<file path="src/rtl/reg8file_arbiter.sv">
// Two-requester access controller for the 8x8 register file: round-robin (or fixed
// priority) arbitration of single read/write transactions plus a sequenced global clear.
module reg8file_arbiter #(
    parameter int DW         = 8,
    parameter int AW         = 3,
    parameter int FIXED_PRIO = 0
) (
    input  logic          clk,
    input  logic          clr_n,
    input  logic          req_a,
    input  logic          we_a,
    input  logic [AW-1:0] addr_a,
    input  logic [DW-1:0] wdata_a,
    output logic          ack_a,
    output logic [DW-1:0] rdata_a,
    input  logic          req_b,
    input  logic          we_b,
    input  logic [AW-1:0] addr_b,
    input  logic [DW-1:0] wdata_b,
    output logic          ack_b,
    output logic [DW-1:0] rdata_b,
    input  logic          clear_req,
    output logic          clear_ack,
    output logic          busy,
    output logic          rf_clr,
    output logic          rf_en,
    output logic [AW-1:0] rf_wsel,
    output logic [AW-1:0] rf_rsel,
    output logic [DW-1:0] rf_d,
    input  logic [DW-1:0] rf_q
);

    typedef enum logic [2:0] {IDLE, XFER, ACK, CLEAR, CLRACK} state_t;

    state_t        state, next_state;
    logic          gsel;        // 0 = A, 1 = B
    logic          last_grant;  // 0 = A, 1 = B
    logic          grant_b;
    logic          cur_we;
    logic [AW-1:0] cur_addr;
    logic [DW-1:0] cur_wdata;

    // On a tie the requester that did not win last time gets the port.
    always_comb begin
        grant_b = req_b;
        if (req_a && req_b)
            grant_b = (FIXED_PRIO != 0) ? 1'b0 : ~last_grant;
    end

    assign cur_we    = gsel ? we_b    : we_a;
    assign cur_addr  = gsel ? addr_b  : addr_a;
    assign cur_wdata = gsel ? wdata_b : wdata_a;

    always_ff @(posedge clk) begin
        if (!clr_n) begin
            state      <= IDLE;
            gsel       <= 1'b0;
            last_grant <= 1'b1;
            rdata_a    <= '0;
            rdata_b    <= '0;
        end else begin
            state <= next_state;
            if (state == IDLE && next_state == XFER)
                gsel <= grant_b;
            if (state == XFER) begin
                last_grant <= gsel;
                if (!cur_we) begin
                    if (gsel)
                        rdata_b <= rf_q;
                    else
                        rdata_a <= rf_q;
                end
            end
        end
    end

    always_comb begin
        next_state = state;
        case (state)
            IDLE: begin
                if (clear_req)
                    next_state = CLEAR;
                else if (req_a || req_b)
                    next_state = XFER;
            end
            XFER:    next_state = ACK;
            ACK:     next_state = IDLE;
            CLEAR:   next_state = CLRACK;
            CLRACK:  next_state = IDLE;
            default: next_state = IDLE;
        endcase
    end

    // While clr_n is low every output except rf_clr is held idle, so a write cut
    // short by reset never reaches the file and no ack escapes.
    always_comb begin
        ack_a     = 1'b0;
        ack_b     = 1'b0;
        clear_ack = 1'b0;
        busy      = 1'b0;
        rf_clr    = ~clr_n;
        rf_en     = 1'b0;
        rf_wsel   = '0;
        rf_rsel   = '0;
        rf_d      = '0;
        if (clr_n) begin
            busy = (state != IDLE);
            case (state)
                XFER: begin
                    if (cur_we) begin
                        rf_en   = 1'b1;
                        rf_wsel = cur_addr;
                        rf_d    = cur_wdata;
                    end else begin
                        rf_rsel = cur_addr;
                    end
                end
                ACK: begin
                    ack_a = ~gsel;
                    ack_b = gsel;
                end
                CLEAR:   rf_clr    = 1'b1;
                CLRACK:  clear_ack = 1'b1;
                default: ;
            endcase
        end
    end

endmodule

</file>
<file path="config.mk">
export PLATFORM = sky130hd
export DESIGN_NAME = reg8file_arbiter
export DESIGN_NICKNAME = d
export VERILOG_FILES = /design/src/rtl/reg8file_arbiter.sv
export SDC_FILE = /design/constraint.sdc
export NUM_CORES = 1
export LEC_CHECK = 0
export BUFFER_PORTS_ARGS = -buffer_cell sky130_fd_sc_hd__buf_2
export CAP_MARGIN = 40
export CELL_PAD_IN_SITES_DETAIL_PLACEMENT = 0
export CELL_PAD_IN_SITES_GLOBAL_PLACEMENT = 1
export CORE_MARGIN = 2
export CORE_UTILIZATION = 28
export DETAILED_ROUTE_END_ITERATION = 6
export PLACE_DENSITY_LB_ADDON = 0.12
export REMOVE_ABC_BUFFERS = 1
export SYNTH_ARGS = -nofsm -noshare
export SYNTH_HDL_FRONTEND = slang
export SYNTH_SLANG_ARGS = --single-unit
</file>
<file path="constraint.sdc">
create_clock -name clk -period 1.5 [get_ports clk]
set_input_delay 0.3 -clock clk [delete_from_list [all_inputs] [get_ports clk]]
set_output_delay 0.3 -clock clk [all_outputs]
set_load 0.01 [all_outputs]
</file>
* Word-level counts from Yosys, hierarchy flattened
Index checks and enable logic that the tools add are counted.
** Operators by class
- Reductions and logical operators :: 7
- Eq/ne operators :: 5
- Muxes and demuxes :: 28
- Shift-type cells :: 0
- Magnitude comparators :: 0
- Divide/modulo/power cells :: 0
- Multiply operators :: 0
- Bitwise logic cells :: 4
- Add/sub/neg operators :: 0
** Operator list (number)
- $mux 8 :: 4
- $mux 3 :: 9
- $mux 1 :: 14
- $pmux 3 s3 :: 1
- $eq 3x1->1 const B :: 2
- $eq 3x2->1 const B :: 2
- $reduce_and 3->1 :: 2
- $not 1->1 :: 4
- $eq 3x3->1 const B :: 1
- $logic_not 3->1 :: 1
- $reduce_bool 3->1 :: 1
- $logic_and 1x1->1 :: 2
- $logic_or 1x1->1 :: 1
** Storage, ports and cells
- Output and inout bits :: 36
- Bits in writable memories :: 0
- Memories kept :: 0
- Latch bits :: 0
- Register bits :: 21
- Word-level logic and storage cells :: 49
- Memory bits (read-only) :: 0

* Depth between registers and ports, before layout
Gate-level depths: netlist of run 1.
- Depth after elaboration :: 6
- Gate-level depth with buffers :: 4
- Gate-level depth less buffers :: 3

* Least setup slack after synthesis of run 1
OpenSTA, ideal clock, no wires.
- Path type :: register -> output
- Start :: register state[2]
- End :: output port rf_d[0]
- Stages on the path, launching flop included :: 5
- Required time :: 1.200 ns
- Path buffers :: 1
- Slack :: 0.153 ns
- Arrival :: 1.047 ns
- Path through :: dfxtp_1 -> nor2b_1 -> nand3b_1 -> buf_2 -> nor2_1
** On the way
- Cells in the longest elaborated chain, start to end :: 3
** Ends and longest elaborated chain
- start: declaration :: RTL line 35 : state_t state, next_state;
- start signal: assignment :: RTL line 62 : state <= next_state;
- $eq 3x1->1 :: RTL line 108 : case (state)
- $mux 8 :: RTL line 108
- $mux 8 :: RTL line 106 : if (clr_n) begin
- end: declaration :: RTL line 29 : output logic [DW-1:0] rf_d,
No other way between the ends.

* Worst setup path after layout of run 1
- Start :: register gsel
- End :: output port rf_rsel[0]
** On the way
- Cells in the longest elaborated chain, start to end :: 4
- Elaborated cells between the ends (all ways) :: 5
- Classes of those cells :: 5 x mux
** Ends and longest elaborated chain
- start: declaration :: RTL line 36 : logic gsel;
- start signal: assignment :: RTL line 64 : gsel <= grant_b;
- $mux 3 or $mux 1 (tied branches) :: RTL line 51, 50
- $mux 3 (*) :: RTL line 110 : if (cur_we) begin
- $mux 3 (*) :: RTL line 108
- $mux 3 (*) :: RTL line 106
- end: declaration :: RTL line 28 : output logic [AW-1:0] rf_rsel,
Every way passes the cells marked *; elsewhere a longest branch is shown, timed or not.

==> results of run 1 <==
==> worst min-delay path: stages <==
cell and delay [ns]:
buf_2 0.09, nand2_1 0.07, mux2i_1 0.06
==> sequential cells by signal, summed over array words and instances (netlist names) <==
signal	count
gsel	1
last_grant	1
rdata_a	8
rdata_b	8
state	3
==> power breakdown <==
group          total, mW  switching, mW  internal [mW]
Clock              0.355          0.171          0.184
Sequential         0.595         0.0170          0.578
Combinational      0.296          0.150          0.146
Total               1.25          0.338          0.908
==> cell families (layout without fill, tap and decap cells) <==
family | Yosys count | in the layout | synth area share [%]
AND/OR/NAND/NOR | 68 | 68 | 29.2
flip-flops | 21 | 21 | 38.0
multiplexers | 18 | 18 | 16.3
AO/OA/AOI/OAI | 17 | 17 | 11.4
buffers and inverters | 10 | 90 | 5.20
==> per-layer routing <==
layer | GRT usage (%) | wire (µm) | up-vias
met2 | 27.0 | 1620 | 54
met3 | 2.03 | 279 | 0
met5 | 0 | 0 | -
met4 | 2.30 | 0 | 0
li1 | - | - | 622
met1 | 15.7 | 1240 | 554
==> per-stage QoR <==
step | utilization (%) | instance area [µm²] | hold WS, ns | total power [mW]
finish | 46.0 | 1720 | 0.314 | 1.25
global route | 46.0 | 1720 | 0.314 | 1.32
CTS | 43.8 | 1640 | 0.312 | 1.24
detailed placement | 41.2 | 1540 | 0.456 | 0.862
global placement | 41.2 | 1540 | 0.445 | 0.856
floorplan | - | 1050 | 0.362 | 0.728
==> timing repair <==
| action | CTS | global route |
|---|---|---|
| gates resized for setup | 15 | 23 |
| pin swaps | 2 | 8 |
| gates cloned | 2 | 0 |
| setup buffers | 1 | 1 |
| endpoints found under the setup margin | 18 | 19 |
| hold buffers | 0 | 0 |
==> path summary, 6_finish.rpt <==
check,cells past startpoint,slack [ns],startpoint,end
worst max-delay path,4,-0.06,gsel,rf_rsel[0]
worst max register to register,4,0.27,state[2],rdata_b[2]
worst min-delay path,3,0.31,rf_q[0],rdata_b[0]
worst min register to register,2,0.46,rdata_a[2],rdata_a[2]
==> layout make-up <==
class                      instances  area [µm²]
inverter                           1        3.75
sequential                        21         429
tap                               48        60.1
fill                             383        2020
clock buffer                       3        41.3
multi-input combinational        103         699
timing repair buffer              85         483
clock inverter                     1        5.00
==> Yosys cell counts <==
cell type | count | area share [%]
a21oi_1 | 1 | 0.45
and2_1 | 1 | 0.57
mux2i_1 | 18 | 16
nor4_1 | 2 | 1.1
inv_1 | 1 | 0.34
nand3_1 | 2 | 0.90
o21bai_1 | 1 | 0.68
o21ai_0 | 1 | 0.45
a22oi_1 | 12 | 8.1
and2b_1 | 1 | 0.68
nand2_4 | 2 | 2.0
nor2b_1 | 2 | 1.1
nor3b_1 | 1 | 0.68
buf_6 | 2 | 2.0
clkbuf_1 | 3 | 1.0
o32a_1 | 1 | 0.90
nor3_1 | 4 | 1.8
buf_2 | 4 | 1.8
o31a_1 | 1 | 0.79
dfxtp_1 | 21 | 38
nand3b_1 | 2 | 1.4
nand2b_1 | 1 | 0.57
nor2_1 | 18 | 6.1
nand2_1 | 31 | 11
nor3b_4 | 1 | 1.7
==> results.md, run 1 <==
* Outcome: finished with violations
* Failing checks: negative setup slack
* TritonCTS Sinks at 21
* DR WL/cell at 12.0 µm
* Io pins at 73
* Worst Tran Pin Value at 0.336 ns
* TritonCTS Buffers at 3
* Pre-CTS setup slack at -0.0146 ns
* Post-DP HPWL at 2350 µm
* Worst Path Required at 1.20 ns
* Final Wtd Congestion at 0.720
* Slew headroom at 77.4%
* Clock transition at path regs at 0.08 ns
* Final ANT Viol Nets at 0
* Final setup viols at 15
* Post-Route WL at 3140 µm
* YS warnings at 0
* CP peak stage delay at 0.38 ns
* Fin. Hold Viols at 0
* Clk buf depth at 2
* Depth of the CTS H-tree at 1
* Crit-path slowest cell: dfxtp_4
* Final Worst Setup Slack at -0.0615 ns
* Worst EP arrival at 1.26 ns
* TritonCTS clock tree: yes
* Overall global routing resource usage at 13.8%
* Critical path cell sequence: and2b_2 -> a22oi_1 -> nor2_2 -> buf_2
* Die Width at 66.9 µm
* Worst Path Max Fanout at 9
* Initial drt markers at 53
* Flops & latches, synth at 21
* Remaining Overflow, GRT at 0
* Die area at 0.00447 mm²
* Post-synthesis average cell area at 8.26 µm²
* Initial antenna violation count at 0
* Share of cells above drive strength 1 at 53.7%
* Skew final at 0.00473 ns
* Fin. max-slew vios at 0
* Peak supply drop at 0.000391 V
* Starting Density at 29.6%
* Fmax at 640 MHz
* Netlist cell types at 25
* RSZ-0062 raised after global routing: yes
* Leading cell type in the layout, fill and taps excluded: buf_2
* PortBufs at 72
* Crit start category: flip-flop
* Post-route DRC at 0
* Non-Filler Instances at 262
* Area delta synth->final at 55.5%
* Min Tclk post-route at 1.56 ns
* CP top delay family: flip-flops
* Vias at 1230
* Ant diodes at 0
* Core Box Area at 0.00374 mm²
* Largest net degree at the start of global routing at 20
* Drt via density at 4.69
* Mapped cell area at 0.00111 mm²
* Row count at 22
* Setup CP Type: flip-flop to output port
* Hold Crit Class: input port to flip-flop
* Clock Latency Late Sink at 0.25 ns
* First-pass GRT wire length at 4850 µm
* Power density cells at 724 mW/mm²
* CP bufs+invs at 1
* Cell Count Post-Placement at 254
* Most frequent cells in the layout: buf_2, nand2_1, mux2i_1, dfxtp_1, a22oi_1
* Maximum capacitance violations at 0
* Final nets at 252
* First-pass detailed-route iteration total at 4
* Die H at 66.9 µm
* Vias in the first global route at 1129
* Leak pwr at 0.941 nW
* Post-synthesis sequential area ratio at 38.0%
* Crit path capture type: output port
* Final period util at 104%
* Total negative slack at -0.585 ns
* Post-Synthesis Cells at 134
* Root Driver: clkbuf_8
Note: power is estimated with default switching activity, not from simulation.
==> run 2, diff against run 1 <==
CORE_MARGIN = default   (was 2)
CORE_UTILIZATION = 25   (was 28)
clock period = 1.31 ns   (was 1.5 ns; I/O delays follow)
==> run 2 against run 1 <==
Net effect:
- the flow still finishes with violations (negative setup slack)
- cell count increased by 3.4%
- worst setup slack got worse by 0.14 ns
- via count increased by 1.4%
- sequential power increased by 14%
- die area increased by 5.0%
==> results.md, run 2 (same netlist as run 1, synthesis figures left out) <==
* Met1 WL at 1220 µm (-1.1%)
* Post-Route WL at 3170 µm (+1.1%)
* NetSw at 0.397 mW (+18%)
* Outcome: finished with violations
* Die H at 68.6 µm (+2.5%)
* Sw frac at 27.2% (+0.054 points)
* CP peak stage delay at 0.34 ns (-0.04 ns)
* Fin. Hold Viols at 0 (unchanged)
* Root Driver: clkbuf_8
* Post-route DRC at 0 (unchanged)
* Critical path cell sequence: buf_6 -> o32a_1 -> nor2_1 -> buf_2
* Final setup viols at 27 (+12)
* Comb pwr share at 25.0% (+1.2 points)
* Sequential power share at 46.5% (-1.2 points)
* Worst Path Required at 1.05 ns (-0.15 ns)
* RSZ-0062 raised after global routing: yes
* Remaining Overflow, GRT at 0 (unchanged)
* TritonCTS Buffers at 3 (unchanged)
* Overall global routing resource usage at 13.0% (-0.80 points)
* Final core occ at 42.9% (-3.1 points)
* Pwr Total at 1.46 mW (+17%)
* Post-DP HPWL at 2320 µm (-1.4%)
* PortBufs at 72 (unchanged)
* Skew final at 0.00246 ns (-0.00227 ns)
* Maximum capacitance violations at 0 (unchanged)
* Share of cells above drive strength 1 at 52.0% (-1.7 points)
* TritonCTS Sinks at 21 (unchanged)
* Internal reg-to-reg setup slack at -0.10 ns (-0.37 ns)
* Crit start category: flip-flop
* Initial drt markers at 29 (-45%)
* Most frequent cells in the layout: buf_2, nand2_1, mux2i_1, dfxtp_1, nor2_1
* Initial antenna violation count at 0 (unchanged)
* First-pass detailed-route iteration total at 4 (unchanged)
* Vias at 1247 (+1.4%)
* Leading cell type in the layout, fill and taps excluded: buf_2
* Power density cells at 828 mW/mm² (+14%)
* RR Startpoint: state[2]
* DR WL met2 at 1660 µm (+2.5%)
* Worst Path Max Fanout at 5 (-4)
* Non-Filler Instances at 271 (+3.4%)
* Final Worst Setup Slack at -0.201 ns (-0.139 ns)
* Drt via density at 4.60 (-2.0%)
* Final period util at 115%
* Ant diodes at 0 (unchanged)
* Clock Latency Late Sink at 0.26 ns (about the same)
* Depth of the CTS H-tree at 1 (unchanged)
* First element of the critical path: gsel
* TritonCTS clock tree: yes
* FF-to-FF End: last_grant
* Internal power at 1.06 mW (+17%)
* Min Tclk post-route at 1.51 ns
* Met3 wire length at 246 µm (-12%)
* Hold WS at 0.262 ns (-0.0526 ns)
* Failing checks: negative setup slack
* Clk buf depth at 2 (unchanged)
* Final Wtd Congestion at 0.702 (-2.5%)
* Fmax at 662 MHz
* Cell Count Post-Placement at 258 (+1.6%)
* First-pass GRT wire length at 4410 µm (-9.1%)
* Starting Density at 26.9% (-2.7 points)
* Io pins at 73 (unchanged)
* Largest net degree at the start of global routing at 22 (+10%)
* Cells on worst reg2reg path at 6 (+2)
* Crit-path slowest cell: dfxtp_2
* Pre-CTS setup slack at -0.0882 ns (-0.0736 ns)
* Row count at 23 (+4.5%)
* Worst Tran Pin Value at 0.297 ns (-0.0386 ns)
* Crit path capture type: output port
* Setup crit end: rf_rsel[1]
* Vias in the first global route at 1031 (-8.7%)
* Clock transition at path regs at 0.08 ns (about the same)
* CTS Hold Bufs at 0 (unchanged)
* DR WL/cell at 11.7 µm (-2.3%)
* Worst EP arrival at 1.25 ns (about the same)
* Slew headroom at 80.2% (+2.8 points)
* Die area at 0.00470 mm² (+5.0%)
* Setup CP Type: flip-flop to output port
* Final nets at 259 (+2.8%)
* Final ANT Viol Nets at 0 (unchanged)
* Top Registers: rdata_a (8), rdata_b (8), state (3)
* Clock share of power at 28.6% (about the same)
* Leak pwr at 0.993 nW (+5.5%)
* Core Box Area at 0.00412 mm² (+9.9%)
* Top Layer Used: met4
* Fin. max-slew vios at 0 (unchanged)
* Die Width at 68.6 µm (+2.5%)
* Peak supply drop at 0.000431 V (+10%)
* Hold Crit Class: input port to flip-flop
* Area delta synth->final at 59.4%
[run 2: changes by cell type in the layout (fill, tap and decap cells not counted), sizes merged]
cell | before | now
buf | 85 | 92
[run 2: power by group through the flow]
stage / Combinational, mW / Clock [mW] / Sequential [mW]
after floorplan: 0.128 / 0 / 0.706
after global placement: 0.292 / 0 / 0.691
after detailed placement: 0.296 / 0 / 0.692
after CTS: 0.338 / 0.437 / 0.679
after global routing: 0.404 / 0.469 / 0.683
final: 0.365 / 0.418 / 0.680
[run 2: layer usage]
metal	vias up	global-route usage, %
met1	552	12.7
met2	57	25.4
met5	-	0
li1	634	-
met3	4	3.29
met4	0	5.47
[run 2: per-stage QoR]
step	setup TNS (ns)	area (µm²)
floorplan	-0.866	1050
global placement	-0.335	1560
detailed placement	-0.732	1560
CTS	-3.31	1710
global route	-5.36	1770
finish	-2.74	1770
[run 2: worst min path at each step]
stage                     depth (start not counted)        from          to
after floorplan                                   1       clr_n  last_grant
after global placement                            2  rdata_a[3]  rdata_a[3]
after detailed placement                          2  rdata_b[1]  rdata_b[1]
after CTS                                         3     rf_q[3]  rdata_a[3]
after global routing                              3     rf_q[1]  rdata_a[1]
final                                             3     rf_q[3]  rdata_a[3]
[run 2: critical path, delay by kind of cell (launching register included)]
| kind | cells | cell delay (ns) |
|---|---|---|
| DFF | 1 | 0.34 |
| and+or+nand+nor | 1 | 0.08 |
| AOI/OAI and AO/OA | 1 | 0.31 |
| buffers and inverters | 2 | 0.26 |
[run 2: area by class of cell]
| cell class | count | area (µm²) |
|---|---|---|
| repair buffers | 92 | 541 |
| well taps | 50 | 62.6 |
| fillers | 437 | 2350 |
| clock buffers | 3 | 41.3 |
| multi-input cells | 103 | 687 |
| inverters | 1 | 3.75 |
| clock inverters | 1 | 5.00 |
| flip-flops and latches | 21 | 425 |
[run 2: repair_timing]
item                       4_1_cts  5_1_grt
setup endpoints to repair       20       38
pin swaps                        7        6
gates cloned                     0        0
resized for setup               19       11
buffers inserted                 6        4
==> run 3, diff against run 2 <==
ABC_AREA = 1   (was default)
CAP_MARGIN = default   (was 40)
CORE_UTILIZATION = 24   (was 25)
MAX_ROUTING_LAYER = met4   (was default)
==> run 3 against run 2 <==
Net effect:
- the flow still finishes with violations (negative setup slack)
- hold slack worse by 0.0097 ns
- final area grew 9.0%
- register-to-register slack better by 0.02 ns
- sequential power is 2% higher
- sequential cell count did not move
- utilization grew 1.6 points
- global-route usage increased by 1.6 points
- sequential share of layout area fell by 1.7 points
- highest routed layer unchanged
- routed wire length increased by 11%
==> results.md, run 3 <==
* Outcome: finished with violations
* Failing checks: negative setup slack
* Min-Delay Endpoint: rdata_b[1]
* Peak supply drop at 0.000406 V (-5.8%)
* Root Driver: clkbuf_8
* Largest net degree at the start of global routing at 15 (-32%)
* FFs w/ async S/R, synth at 0% (unchanged)
* Worst EP arrival at 1.38 ns (+0.13 ns)
* Flops & latches, synth at 21 (unchanged)
* Fin. Hold Viols at 0 (unchanged)
* Post-Route WL at 3540 µm (+11%)
* Min Tclk post-route at 1.65 ns (+0.134 ns)
* Cells on worst reg2reg path at 9 (+3)
* Post-synthesis sequential area ratio at 39.0% (+1.0 points)
* Top area cells in the synthesized netlist: dfxtp_1, nand2_1, nor2_1
* DR WL/cell at 11.6 µm (-0.63%)
* Setup CP Type: flip-flop to output port
* Area delta synth->final at 78.4%
* Share of the synthesized area in the top cell type at 39.0% (+1.0 points)
* FF-to-FF End: rdata_a[6]
* Slew headroom at 85.0% (+4.8 points)
* Worst Tran Pin Value at 0.225 ns (-0.0722 ns)
* Top Registers: rdata_a (8), rdata_b (8), state (3)
* Vias at 1358 (+8.9%)
* Final core occ at 44.5% (+1.6 points)
* Pre-CTS setup slack at -0.128 ns (-0.0394 ns)
* Primary FF master, synth: dfxtp_1
* Final setup viols at 36 (+33%)
* Clock Latency Late Sink at 0.26 ns (about the same)
* Hold depth at 3 (unchanged)
* Clock transition at path regs at 0.08 ns (about the same)
* Final period util at 126% (+10 points)
* CTS Hold Bufs at 0 (unchanged)
* Clk buf depth at 2 (unchanged)
* Row count at 24 (+4.3%)
* Final ANT Viol Nets at 0 (unchanged)
* Post-synthesis average cell area at 6.96 µm² (-16%)
* Maximum capacitance violations at 0 (unchanged)
* CP bufs+invs at 2 (unchanged)
* Die H at 69.0 µm (+0.71%)
* Post-DP HPWL at 2480 µm (+7.2%)
* TritonCTS Sinks at 21 (unchanged)
* Count leader, synth: nand2_1
* Post-route DRC at 0 (unchanged)
* Ant diodes at 0 (unchanged)
* Post-Synthesis Cells at 155 (+16%)
* Final nets at 290 (+12%)
* Internal reg-to-reg setup slack at -0.08 ns (+0.02 ns)
* Die area at 0.00477 mm² (+1.4%)
* Remaining Overflow, GRT at 0 (unchanged)
* RSZ-0062 raised after global routing: yes
* Fin. max-slew vios at 0 (unchanged)
* Final Worst Setup Slack at -0.335 ns (-0.134 ns)
* Post-synth EDFFs at 0 (unchanged)
* Depth of the CTS H-tree at 1 (unchanged)
* Crit-path slowest cell: dfxtp_2
* Leading cell type in the layout, fill and taps excluded: buf_2
* Overall global routing resource usage at 14.6% (+1.6 points)
* Final instance area at 0.00192 mm² (+9.0%)
* Worst Path Required at 1.05 ns (about the same)
* Post-synth top cells: nand2_1, nor2_1, dfxtp_1, a21oi_1, o21ai_0
* TritonCTS Buffers at 3 (unchanged)
* YS warnings at 0 (unchanged)
* Initial antenna violation count at 0 (unchanged)
* PortBufs at 72 (unchanged)
* CP top delay family: simple AND/OR/NAND/NOR gates
* Leak pwr at 0.957 nW (-3.6%)
* Die Width at 69.0 µm (+0.71%)
* Final Wtd Congestion at 0.764 (+8.7%)
* Fmax at 608 MHz (-8.2%)
* Cell taking the most area after synthesis: dfxtp_1
* First-pass GRT wire length at 5650 µm (+28%)
* TritonCTS clock tree: yes
* Hold Startpoint: rf_q[1]
* Skew final at 0.00639 ns (+0.00393 ns)
* RR Startpoint: state[1]
* Core Box Area at 0.00432 mm² (+5.1%)
* Power density cells at 850 mW/mm² (+2.7%)
* CP peak stage delay at 0.34 ns (about the same)
* Starting Density at 24.9% (-2.0 points)
* Worst Path Max Fanout at 6 (+1)
* Hold Crit Class: input port to flip-flop
* Crit start category: flip-flop
* Most frequent cells in the layout: buf_2, nand2_1, nor2_1, buf_4, dfxtp_1
* Netlist cell types at 21 (-16%)
* Share of cells above drive strength 1 at 57.9% (+5.9 points)
* Io pins at 73 (unchanged)
* Vias in the first global route at 1291 (+25%)
* Initial drt markers at 30 (+3.4%)
* First-pass detailed-route iteration total at 6 (+2)
* DP Area at 0.00161 mm² (+3.1%)
* Mapped cell area at 0.00108 mm² (-2.6%)
* Drt via density at 4.47 (-2.9%)
* Crit path capture type: output port
* Critical path cell sequence: nor2_4 -> nand2_4 -> nor2_4 -> nand2_4 -> clkbuf_16 -> a21oi_2 -> buf_2
-- run 3: changes by cell type after synthesis, sizes merged, moves of 7 or more --
cell	change
inv	+10
nand3	+7
nand2	+7
a21oi	+20
o21ai	+9
a22oi	-12
nor2	+13
mux2i	-17
-- run 3: metrics by stage --
stage / cells / hold slack [ns] / power, mW / TNS [ns]
6_report: 304 / 0.252 / 1.64 / -6.04
5_1_grt: 304 / 0.275 / 1.74 / -8.75
4_1_cts: 299 / 0.266 / 1.57 / -5.19
3_5_place_dp: 290 / 0.451 / 1.09 / -1.58
3_3_place_gp: 290 / 0.449 / 1.09 / -1.32
2_1_floorplan: 150 / 0.383 / 0.887 / -3.37
-- run 3: worst min-delay path, delay by kind of cell --
kind,cells,cell delay (ns)
AO/OA/AOI/OAI,1,0.06
buffers and inverters,1,0.09
AND/OR/NAND/NOR,1,0.07
-- run 3: power breakdown --
| part | leakage [nW] | switching (mW) | internal, mW |
|---|---|---|---|
| clock network | 0.0255 | 0.213 | 0.212 |
| registers | 0.173 | 0.0230 | 0.668 |
| logic | 0.759 | 0.274 | 0.248 |
| total | 0.957 | 0.509 | 1.13 |
-- run 3: logic make-up after synthesis --
logic type / after synthesis / share of synthesized area, %
compound gates: 32 / 17.9
buf+inv: 17 / 7.31
simple gates: 84 / 34.9
flops: 21 / 39.0
mux: 1 / 0.928
-- run 3: layer usage --
metal | vias to the layer above | GRT usage [%] | wire (µm)
met5 | - | - | 0
met4 | 0 | 2.27 | 14
met3 | 2 | 3.80 | 179
met2 | 36 | 25.9 | 1840
met1 | 619 | 16.7 | 1500
li1 | 701 | - | -
-- run 3: cell type report --
cell class / instances / area (µm²)
fillers: 470 / 2400
multi-input cells: 118 / 718
clock buffers: 3 / 41.3
inverters: 12 / 55.1
flip-flops and latches: 21 / 430
clock inverters: 1 / 5.00
repair buffers: 97 / 609
well taps: 52 / 65.1
-- run 3: worst max path at each step --
stage,from,end,slack [ns],cells past startpoint
final,state[1],rf_d[4],-0.34,7
after global routing,state[1],rf_d[4],-0.41,7
after floorplan,gsel,rf_d[0],-0.26,5
after detailed placement,state[1],rf_d[0],-0.13,7
after CTS,state[2],rf_d[5],-0.34,7
after global placement,state[1],rf_d[0],-0.11,7
-- run 3: timing repair --
action / in CTS / in global routing
pin swaps: 7 / 10
endpoints found under the setup margin: 19 / 36
setup buffers: 5 / 4
resized for setup: 20 / 36
gates cloned: 0 / 2
